--- src/rtl/xg_axis_pkg.sv ---
// Shared widths, types and helpers for the 10G AXI-Stream egress stages.
// Helpers work on max-width vectors so one function serves every parameterisation.
package xg_axis_pkg;

   localparam int XG_AXIS_DATA_WIDTH   = 256;
   localparam int XG_AXIS_TUSER_WIDTH  = 128;
   localparam int XG_TIME_STAMP_DWIDTH = 64;
   localparam int XG_MAX_TS_WIDTH      = 256;
   localparam int XG_MAX_STRB_WIDTH    = 128;

   typedef enum logic {
      ST_SOP,
      ST_MID
   } ts_state_e;

   // Byte i of the result is byte (n_bytes-1-i) of ts, so the MSB lands in the lowest lane.
   function automatic logic [XG_MAX_TS_WIDTH-1:0] ts_byte_reverse(
      input logic [XG_MAX_TS_WIDTH-1:0] ts,
      input int                         n_bytes
   );
      logic [XG_MAX_TS_WIDTH-1:0] r;
      r = '0;
      for (int i = 0; i < XG_MAX_TS_WIDTH/8; i++) begin
         if (i < n_bytes) r[i*8 +: 8] = ts[(n_bytes-1-i)*8 +: 8];
      end
      return r;
   endfunction

   function automatic logic [XG_MAX_STRB_WIDTH-1:0] strb_window_mask(
      input int offset,
      input int n_bytes
   );
      logic [XG_MAX_STRB_WIDTH-1:0] m;
      m = '0;
      for (int i = 0; i < XG_MAX_STRB_WIDTH; i++) begin
         m[i] = (i >= offset) && (i < offset + n_bytes);
      end
      return m;
   endfunction

endpackage

--- src/rtl/axis_skid_buffer.sv ---
// Two-entry AXI-Stream register slice: output register plus skid register,
// with a registered ready so nothing combinational crosses the stage.
module axis_skid_buffer #(
   parameter int PKT_WIDTH = 8
) (
   input  logic                 clk,
   input  logic                 rst_n,
   input  logic [PKT_WIDTH-1:0] in_data,
   input  logic                 in_valid,
   output logic                 in_ready,
   output logic [PKT_WIDTH-1:0] out_data,
   output logic                 out_valid,
   input  logic                 out_ready
);

   logic [PKT_WIDTH-1:0] skid_data;
   logic                 skid_valid;
   logic                 in_fire;
   logic                 out_free;

   assign in_fire  = in_valid & in_ready;
   assign out_free = out_ready | ~out_valid;

   // in_ready always tracks the next value of ~skid_valid; it is held low during reset.
   always_ff @(posedge clk or negedge rst_n) begin
      if (!rst_n) begin
         out_data   <= '0;
         out_valid  <= 1'b0;
         skid_data  <= '0;
         skid_valid <= 1'b0;
         in_ready   <= 1'b0;
      end else if (out_free) begin
         if (skid_valid) begin
            out_data   <= skid_data;
            out_valid  <= 1'b1;
            skid_valid <= 1'b0;
         end else begin
            out_valid <= in_fire;
            if (in_fire) out_data <= in_data;
         end
         in_ready <= 1'b1;
      end else if (in_fire) begin
         skid_data  <= in_data;
         skid_valid <= 1'b1;
         in_ready   <= 1'b0;
      end else begin
         in_ready <= ~skid_valid;
      end
   end

endmodule

--- src/rtl/tx_timestamp_insert.sv ---
// Egress stage that writes the time-stamp counter, MSB first, into a fixed byte
// window of each packet's first beat and counts stamped / skipped packets.
module tx_timestamp_insert
   import xg_axis_pkg::*;
#(
   parameter int C_AXIS_DATA_WIDTH  = XG_AXIS_DATA_WIDTH,
   parameter int C_AXIS_TUSER_WIDTH = XG_AXIS_TUSER_WIDTH,
   parameter int TIME_STAMP_DWIDTH  = XG_TIME_STAMP_DWIDTH,
   parameter int TS_OFFSET_BYTES    = 16,
   parameter int C_CNT_WIDTH        = 32
) (
   input  logic                            axi_aclk,
   input  logic                            axi_resetn,
   input  logic [TIME_STAMP_DWIDTH-1:0]    counter_val,
   input  logic                            stamp_en,
   input  logic [C_AXIS_DATA_WIDTH-1:0]    s_axis_tdata,
   input  logic [C_AXIS_DATA_WIDTH/8-1:0]  s_axis_tstrb,
   input  logic [C_AXIS_TUSER_WIDTH-1:0]   s_axis_tuser,
   input  logic                            s_axis_tvalid,
   output logic                            s_axis_tready,
   input  logic                            s_axis_tlast,
   output logic [C_AXIS_DATA_WIDTH-1:0]    m_axis_tdata,
   output logic [C_AXIS_DATA_WIDTH/8-1:0]  m_axis_tstrb,
   output logic [C_AXIS_TUSER_WIDTH-1:0]   m_axis_tuser,
   output logic                            m_axis_tvalid,
   input  logic                            m_axis_tready,
   output logic                            m_axis_tlast,
   output logic [C_CNT_WIDTH-1:0]          stamped_count,
   output logic [C_CNT_WIDTH-1:0]          skipped_count
);

   localparam int STRB_W   = C_AXIS_DATA_WIDTH/8;
   localparam int TS_BYTES = TIME_STAMP_DWIDTH/8;
   localparam int PKT_W    = C_AXIS_DATA_WIDTH + STRB_W + C_AXIS_TUSER_WIDTH + 1;

   ts_state_e                    state;
   logic [XG_MAX_TS_WIDTH-1:0]   ts_rev_full;
   logic [XG_MAX_STRB_WIDTH-1:0] win_mask_full;
   logic                         win_ok;
   logic                         accept;
   logic                         do_stamp;
   logic [C_AXIS_DATA_WIDTH-1:0] stamped_tdata;
   logic [PKT_W-1:0]             skid_in;
   logic [PKT_W-1:0]             skid_out;
   logic                         unused_helper_bits;

   assign ts_rev_full   = ts_byte_reverse(XG_MAX_TS_WIDTH'(counter_val), TS_BYTES);
   assign win_mask_full = strb_window_mask(TS_OFFSET_BYTES, TS_BYTES);
   assign win_ok        = &(s_axis_tstrb | ~win_mask_full[STRB_W-1:0]);
   assign accept        = s_axis_tvalid & s_axis_tready;
   assign do_stamp      = (state == ST_SOP) && stamp_en && win_ok;

   // The helpers return max-width vectors; only the low lanes matter here.
   assign unused_helper_bits = &{1'b0, ts_rev_full, win_mask_full};

   // Only the window bytes of a stamped first beat change; everything else passes through.
   always_comb begin
      stamped_tdata = s_axis_tdata;
      if (do_stamp) begin
         for (int i = 0; i < TS_BYTES; i++) begin
            stamped_tdata[(TS_OFFSET_BYTES+i)*8 +: 8] = ts_rev_full[i*8 +: 8];
         end
      end
   end

   // Packet framing and statistics; the stamp decision is taken once per packet in SOP.
   always_ff @(posedge axi_aclk or negedge axi_resetn) begin
      if (!axi_resetn) begin
         state         <= ST_SOP;
         stamped_count <= '0;
         skipped_count <= '0;
      end else if (accept) begin
         if (state == ST_SOP) begin
            if (stamp_en && win_ok)  stamped_count <= stamped_count + C_CNT_WIDTH'(1);
            if (stamp_en && !win_ok) skipped_count <= skipped_count + C_CNT_WIDTH'(1);
            state <= s_axis_tlast ? ST_SOP : ST_MID;
         end else if (s_axis_tlast) begin
            state <= ST_SOP;
         end
      end
   end

   assign skid_in = {stamped_tdata, s_axis_tstrb, s_axis_tuser, s_axis_tlast};

   axis_skid_buffer #(
      .PKT_WIDTH (PKT_W)
   ) u_skid (
      .clk       (axi_aclk),
      .rst_n     (axi_resetn),
      .in_data   (skid_in),
      .in_valid  (s_axis_tvalid),
      .in_ready  (s_axis_tready),
      .out_data  (skid_out),
      .out_valid (m_axis_tvalid),
      .out_ready (m_axis_tready)
   );

   assign {m_axis_tdata, m_axis_tstrb, m_axis_tuser, m_axis_tlast} = skid_out;

endmodule

--- config.mk ---
export PLATFORM = sky130hd
export DESIGN_NAME = tx_timestamp_insert
export DESIGN_NICKNAME = d
export VERILOG_FILES = /design/src/rtl/xg_axis_pkg.sv /design/src/rtl/axis_skid_buffer.sv /design/src/rtl/tx_timestamp_insert.sv
export SDC_FILE = /design/constraint.sdc
export NUM_CORES = 1
export LEC_CHECK = 0
export CAP_MARGIN = 25
export CORE_AREA = 2 2 377 379
export DETAILED_ROUTE_END_ITERATION = 7
export DIE_AREA = 0 0 379 381
export PLACE_DENSITY = 0.52
export RECOVER_POWER = 50
export SYNTH_ARGS = -nofsm -noshare
export SYNTH_HDL_FRONTEND = slang
export SYNTH_SLANG_ARGS = --single-unit
--- constraint.sdc ---
create_clock -name axi_aclk -period 2 [get_ports axi_aclk]
set_input_delay 0.2 -clock axi_aclk [delete_from_list [all_inputs] [get_ports axi_aclk]]
set_output_delay 0.2 -clock axi_aclk [all_outputs]
set_load 0.05 [all_outputs]
After elaboration in Yosys (flattened, before gate mapping)
Cells that the tools add are included.

Register bits after elaboration: 902. Input port bits: 486. Output and inout bits: 483. Logic and storage cells: 37.

$add $sub $neg: 2. Mux-type cells: 9. Bitwise logic cells: 6. Reduce and logical (&&, ||, !) cells: 12.

Operators with widths (number): two-way mux 417 bit (2); adder 32 x 1 -> 32 bit (second input constant) (2); two-way mux 64 bit (1); AND reduction 8 bit (1); two-way mux 1 bit (6); AND reduction 3 bit (2); logical AND 1 bit (4); NOT 1 bit (4); AND reduction 2 bit (2); nonzero test 2 bit (2); bitwise AND 1 bit (1); zero test 1 bit (1); bitwise OR 1 bit (1).

Longest topological paths before layout
Gate-level depths: netlist of run 1.

Depth in word-level cells: 6. Gate-level depth with buffers: 8.

Modules after synthesis
Synthesis of run 1 repeated with hierarchy kept, for this count alone.

Cells, all modules: 3098. Area, all modules: 38982.4 um^2.

Modules (own cells, without submodules): axis_skid_buffer (times used 1, cells each 2745, area each 35088.7 um^2); tx_timestamp_insert (times used 1, cells each 353, area each 3893.7 um^2).

Least setup slack after synthesis of run 1
Ideal clock, no wire load.

Path type: register to register. From: reg u_skid.in_ready. To: reg u_skid.skid_data[100]. Library setup time: 125 ps. Data arrival time: 1904 ps. Data required time: 1875 ps. Path slack: -29 ps. Stages on the path, launching flop included: 8. Buffers on the path: 4. Clock period less this slack: 2029 ps. Path through: dfrtp_1 -> and2_1 -> buf_4 -> nand2_1 -> buf_2 -> buf_2 -> buf_4 -> mux2_2.

Word-level cells in the longest chain between the ends: 2.

Ends and longest elaborated chain: start, declared (RTL line axis_skid_buffer.sv:10) `output logic in_ready,`; start signal, assigned (RTL line axis_skid_buffer.sv:47) `in_ready <= ~skid_valid;`; bitwise AND 1 bit (RTL line axis_skid_buffer.sv:21) `assign in_fire = in_valid & in_ready;`; AND reduction 2 bit (no line); end signal, assigned (RTL line axis_skid_buffer.sv:43) `skid_data <= in_data;`; end, declared (RTL line axis_skid_buffer.sv:16) `logic [PKT_WIDTH-1:0] skid_data;`.

No other way between the ends. A chain may end at the register's enable or synchronous reset.

Worst setup path in the final report of run 1
From: reg state. To: reg stamped_count[30].

Word-level cells in the longest chain between the ends: 2.

Ends and longest elaborated chain: start, declared (RTL line tx_timestamp_insert.sv:36) `ts_state_e state;`; start signal, assigned (RTL line tx_timestamp_insert.sv:76) `state <= s_axis_tlast ? ST_SOP : ST_MID;`; NOT 1 bit (no line); AND reduction 3 bit (no line); end signal, assigned (RTL line tx_timestamp_insert.sv:74) `if (stamp_en && win_ok) stamped_count <= stamped_count + C_CNT_WIDTH'(1);`; end, declared (RTL line tx_timestamp_insert.sv:28) `output logic [C_CNT_WIDTH-1:0] stamped_count,`.

No other way between the ends.

==> results of run 1 <==
==> worst max-delay path by stage <==
stage	start	to	slack (ps)	cells past startpoint
after floorplan	skipped_count[3]	skipped_count[22]	8	5
after global placement	s_axis_tstrb[19]	u_skid.out_data[300]	-660	9
after detailed placement	s_axis_tstrb[19]	u_skid.out_data[300]	-620	9
after CTS	skipped_count[15]	skipped_count[15]	0.4	1
after global routing	state	stamped_count[30]	-40	8
final	state	stamped_count[30]	70	8
==> cell usage in the layout (no fill, tap or decap), drive strengths merged <==
cell           instances
nand2b                 1
clkdlybuf4s50        484
mux2                 354
a21oi                  2
ha                     2
diode                 16
xor2                  10
nand2                507
dfrtp                902
bufinv                12
nor2b                  1
and2                   5
nand3                 86
nand4b                 1
or2                    2
nor3                   5
xnor2                 52
dlygate4sd3            2
o21ai                419
nor4                   4
o211ai                65
clkinvlp               1
and3                  10
and4b                  1
inv                    6
clkdlybuf4s15         34
clkbuf               197
nor2                  13
clkinv                21
mux2i                417
dlygate4sd2          374
and4                  11
nand4                 21
buf                  252
==> flip-flops by register name, indices dropped and copies added, names as in the netlist <==
name,cells
u_skid.in_ready,1
u_skid.out_valid,1
u_skid.skid_valid,1
state,1
u_skid.out_data,417
skipped_count,32
stamped_count,32
u_skid.skid_data,417
==> layer usage <==
metal	GRT usage [%]	share of wire, %	up-vias	wire length, um
met5	0	0.12	-	162
met4	6.67	3.3	22	4380
met3	5.28	6.6	210	8650
met2	29.8	49	720	64800
met1	21.3	40	13518	52900
li1	-	-	13073	-
==> final cells by class <==
class                           instances  area, um^2  area share, %
Multi-Input combinational cell       1989       14200           26.3
Sequential cell                       902       22600           41.7
Clock inverter                         36         627           1.16
Antenna cell                           16        40.0         0.0740
Inverter                                4        15.0         0.0277
Clock buffer                          152        3030           5.61
Timing Repair Buffer                 1191       11200           20.7
Tap cell                             1890        2360           4.37
==> critical path: stages, from the launching register on <==
cell	delay, ps
dfrtp_2	440
and4b_1	310
buf_12	130
nand4_1	90
buf_4	160
nor4_4	220
buf_6	170
nand4_1	120
xnor2_1	140
==> cell families after synthesis <==
logic type / Yosys count / share of synthesized area, %
buffers and inverters: 213 / 2.76
muxes: 771 / 21.6
adders and majority gates: 2 / 0.0662
and+or+nand+nor: 668 / 7.57
AOI/OAI and AO/OA: 486 / 6.89
DFF: 902 / 59.7
xor gates and xnor gates: 62 / 1.44
==> per-stage QoR <==
step	area [um^2]	utilization [%]	power [W]	hold slack, ps	TNS (ps)
6_report	54100	38.5	0.0680	99.4	0
3_3_place_gp	51000	36.3	0.0496	169	-149100
4_1_cts	54200	38.6	0.0690	21.2	0
5_1_grt	54100	38.5	0.0712	45.1	-517
3_5_place_dp	51000	36.3	0.0499	168	-155090
2_1_floorplan	37800	-	0.0398	-95.6	0
==> power groups by stage <==
stage | registers (W) | logic (W) | clock network, W
2_1_floorplan | 0.0340 | 0.00585 | 0
3_3_place_gp | 0.0260 | 0.0236 | 0
3_5_place_dp | 0.0261 | 0.0238 | 0
4_1_cts | 0.0257 | 0.0223 | 0.0209
5_1_grt | 0.0263 | 0.0233 | 0.0216
6_report | 0.0257 | 0.0220 | 0.0203
==> repair_timing <==
item                                    4_1_cts  5_1_grt
gates cloned                                  0        1
endpoints found under the setup margin      564       37
buffers inserted                              0        4
resized for setup                           460       21
hold buffers                                  2        0
pin swaps                                     1        5
endpoints found under the hold margin       543        0
==> reports/results.ini, run 1 <==
[power]
seqPwrFrac_pct = 37.8
combPwrFrac_pct = 32.3
vdd_drop_max_uv = 768
internal_power_w = 0.0423
leakagePower_nw = 23.8
clockPowerShare_pct = 29.8
switching_share_pct = 37.8
power.density_nw_per_um2 = 1260
p_sw_w = 0.0257

[synthesis]
ys_seq_area_share_pct = 59.7
synth-seq-cells = 902
synth_area_leader_cell = dfrtp_1
netlist_area_um2 = 37800
synth_edf_count = 0
ys_top_cells_by_count = dfrtp_1 (902), nand2_1 (507), o21ai_0 (418), mux2i_1 (417), mux2_2 (354)
syn_nets = 3592
yosys.cell_types.count = 33
synth-main-ff-cell = dfrtp_1
synthCells = 3104
yosysMostFrequentCell = dfrtp_1
async_reset_ff_share_pct = 100
ys_warn_count = 0
synth_top_area_share_pct = 59.7
synthTopCellsByArea = dfrtp_1 (60%), mux2i_1 (11%), mux2_2 (11%)
avgSynthCellArea_um2 = 12.2

[route]
routed_wl_um = 131000
via_per_inst = 4.46
num_vias = 27543
dr.pass1.iters = 5
ant_nets = 0
avgRoutedWirePerCell_um = 21.2
drc = 0
drt_iter0_drc = 1215

[placement]
place_inst = 5969
pre_cts_ws_ps = -617
place_congestion = 0.844
hpwl_um = 98400
io_buffers = 968

[critical_path]
critPathLaunchType = register
crit_fanout = 8
r2r-start = state
critPathArrivalTime_ps = 2530
r2r-end = stamped_count[30]
required_ps = 2590
crit_path_end_kind = register
r2r_slack_ps = 70
path_class = reg2reg
reg2reg_depth = 8

[die]
initial_utilization_pct = 26.9
core_um2 = 141000
die_y_um = 381
die_w_um = 379
dieArea_um2 = 144000
io_pins = 969
num_rows = 138

[timing]
fin_crit_sh_pct = 96.6
rsz0062_at_grt = yes
fin_skew_ps = 68.4
setup_violations = 0
finalHoldViolCount = 0
slew_violations = 0
maxSlewHeadroom_pct = 4.71
max_freq_mhz = 517
tightestPinTransition_ps = 1430
finalWorstPathRequiredPeriod_ps = 1930
fin_ws_ps = 67.2

[global_routing]
grt_max_degree = 81
grt_overflow = 0
grt_pass1_wl_um = 191000
track_usage_pct = 17.8
antenna_found_initial = 33
grt_pass1_vias = 28020

[layout]
final.fill_count = 13934
area_growth_pct = 43.1
drive_above_1_share_pct = 19.4
fin_nets = 4680
instances_no_fill = 6180

[clocking]
insertion_delay_ps = 730
clock-sinks = 902
cts_inserted_buffers = 104
clkSlewWorstSetupHoldPaths_ps = 60
cts-htree-levels = 3
cts_buffer_depth = 3
cts_tree = yes
cts-root-buf = clkbuf_16

[worst_hold_path]
hold_path.class = in2reg
hold_end = u_skid.skid_data[94]
hold_start = s_axis_tuser[93]
min_path_cells = 2

[flow_run]
max-cap-violations = 0

[run_status]
outcome = completed

Power figures use the tool's default switching activity.
==> run 2: changes to the inputs <==
==> constraint.sdc (replaced) <==
create_clock -name axi_aclk -period 1.9 [get_ports axi_aclk]
set_input_delay 0.19 -clock axi_aclk [delete_from_list [all_inputs] [get_ports axi_aclk]]
set_output_delay 0.19 -clock axi_aclk [all_outputs]
set_load 0.05 [all_outputs]
==> run 2 against run 1 <==
  * The run now ends with negative setup slack left
  * Via count up 0.66%
  * Worst setup slack worse by 170 ps
  * Core utilization up 0.40 points
  * Final cell count about the same
  * Wire length about the same
  * Clock skew down 19 ps
  * Hold slack better by 15 ps
  * Fmax down 3.7%
  * Global-route usage down 0.21 points
  * Non-clock buffer count down 14
  * Combinational power up 5%
  * Count of clock-buffer cells in the layout up 6
  * Critical path type unchanged
==> reports/results.ini, run 2 (synthesis gave the netlist of run 1 again) <==
[run_status]
outcome = complete, but fails checks
failed_checks = negative setup slack

[critical_path]
required_ps = 2490
r2r-start = state
critPathLaunchType = register
path_class = reg2reg
reg2reg_depth = 8
crit_fanout = 6
r2r-end = u_skid.out_data[299]
critPathArrivalTime_ps = 2600
r2r_slack_ps = -110
crit_path_end_kind = register

[die]
io_pins = 969
num_rows = 138
die_w_um = 379
dieArea_um2 = 144000
die_y_um = 381
core_um2 = 141000
initial_utilization_pct = 26.9

[clocking]
cts-root-buf = clkbuf_16
cts-htree-levels = 3
cts_tree = yes
cts_buffer_depth = 3
clock-sinks = 902
insertion_delay_ps = 700
cts_inserted_buffers = 105
clkSlewWorstSetupHoldPaths_ps = 60

[layout]
mostFrequentLayoutCells = dfrtp_1 (879), nand2_1 (504), clkdlybuf4s50_1 (484)
area_growth_pct = 44.6
final_common_cell = dfrtp_1
final.fill_count = 13845
fin_nets = 4667
drive_above_1_share_pct = 24.2
reg_top3 = u_skid.out_data (417), u_skid.skid_data (417)

[route]
routed_wl_um = 131000
drt_iter0_drc = 1288
dr.pass1.iters = 5
avgRoutedWirePerCell_um = 21.2
num_vias = 27724
ant_nets = 0
drc = 0
via_per_inst = 4.49

[placement]
io_buffers = 968
hpwl_um = 95800
place_congestion = 0.828

[power]
vdd_drop_max_uv = 846
total_power_w = 0.0712
power.density_nw_per_um2 = 1300
leakagePower_nw = 23.6

[timing]
setup-tns-final_ps = -3650
rsz0062_at_grt = yes
tightestPinTransition_ps = 969
fin_skew_ps = 49.7
finalHoldViolCount = 0
max_freq_mhz = 498
slew_violations = 0
finalWorstPathRequiredPeriod_ps = 2010
setup_violations = 96
fin_crit_sh_pct = 106
fin_ws_ps = -107
maxSlewHeadroom_pct = 35.4

[worst_hold_path]
hold_path.class = in2reg
hold_start = s_axis_tuser[54]
min_path_cells = 2
hold_end = u_skid.skid_data[55]

[global_routing]
grt_pass1_wl_um = 189000
grt_max_degree = 102
grt_overflow = 0
track_usage_pct = 17.5
antenna_found_initial = 38
grt_pass1_vias = 28522

[flow_run]
max-cap-violations = 0

## run 2: how the worst max path moves through the flow
| stage | startpoint | slack [ps] | end | cells after the start |
|---|---|---|---|---|
| after global placement | s_axis_tstrb[17] | -680 | u_skid.out_data[331] | 7 |
| after CTS | state | -130 | u_skid.out_data[307] | 8 |
| after global routing | state | -170 | u_skid.out_data[310] | 8 |
| final | state | -110 | u_skid.out_data[299] | 8 |
| after detailed placement | s_axis_tstrb[17] | -720 | u_skid.out_data[318] | 7 |
| after floorplan | u_skid.in_ready | -10 | u_skid.skid_data[100] | 7 |
## run 2: metal layers
| metal | routed length (um) | GRT usage [%] | vias up | part of all wire, % |
|---|---|---|---|---|
| met5 | 164 | 0 | - | 0.13 |
| met4 | 4740 | 7.95 | 26 | 3.6 |
| met2 | 65000 | 29.3 | 727 | 50 |
| met3 | 8840 | 5.16 | 217 | 6.7 |
| li1 | - | - | 13070 | - |
| met1 | 52300 | 20.7 | 13684 | 40 |
## run 2: worst max-delay path: stages, from the launching register on
cell and delay [ps]:
dfrtp_1 410, buf_12 150, nor4_4 300, buf_12 180
buf_16 170, buf_12 150, buf_12 150, mux2i_4 250
o211ai_1 100
## run 2: what timing repair did
item | in CTS | in global routing
pin swaps | 56 | 17
hold buffers | 2 | 0
setup buffers | 6 | 8
gates resized for setup | 628 | 98
gates cloned | 5 | 2
endpoints found under the hold margin | 829 | 0
endpoints found under the setup margin | 468 | 177
## run 2: through the flow
step                      area, um^2  setup WS (ps)  hold WS (ps)  instances  util [%]
final                          54700           -107           114       6181      38.9
after global routing           54700           -170          57.9       6179      38.9
after CTS                      54700           -131          21.3       6152      38.9
after detailed placement       50800           -720           149       5942      36.1
after global placement         50800           -677           149       5942      36.1
after floorplan                37800          -14.1          -106       3104         -
## run 2: area by class of cell
class / count / area, um^2 / area share [%]
diodes: 22 / 55.1 / 0.101
clock buffers: 158 / 3110 / 5.68
clock inverters: 39 / 480 / 0.879
inverters: 4 / 15.0 / 0.0275
multi-input cells: 1989 / 14900 / 27.2
flip-flops and latches: 902 / 22600 / 41.3
well taps: 1890 / 2360 / 4.32
repair buffers: 1177 / 11200 / 20.4
## run 2: power breakdown
part | switching (W) | internal [W] | total, W | leakage, nW
clock | 0.00862 | 0.0122 | 0.0208 | 1.77
sequential | 0.00285 | 0.0243 | 0.0271 | 11.0
combinational | 0.0157 | 0.00754 | 0.0232 | 10.9
total | 0.0272 | 0.0440 | 0.0712 | 23.6
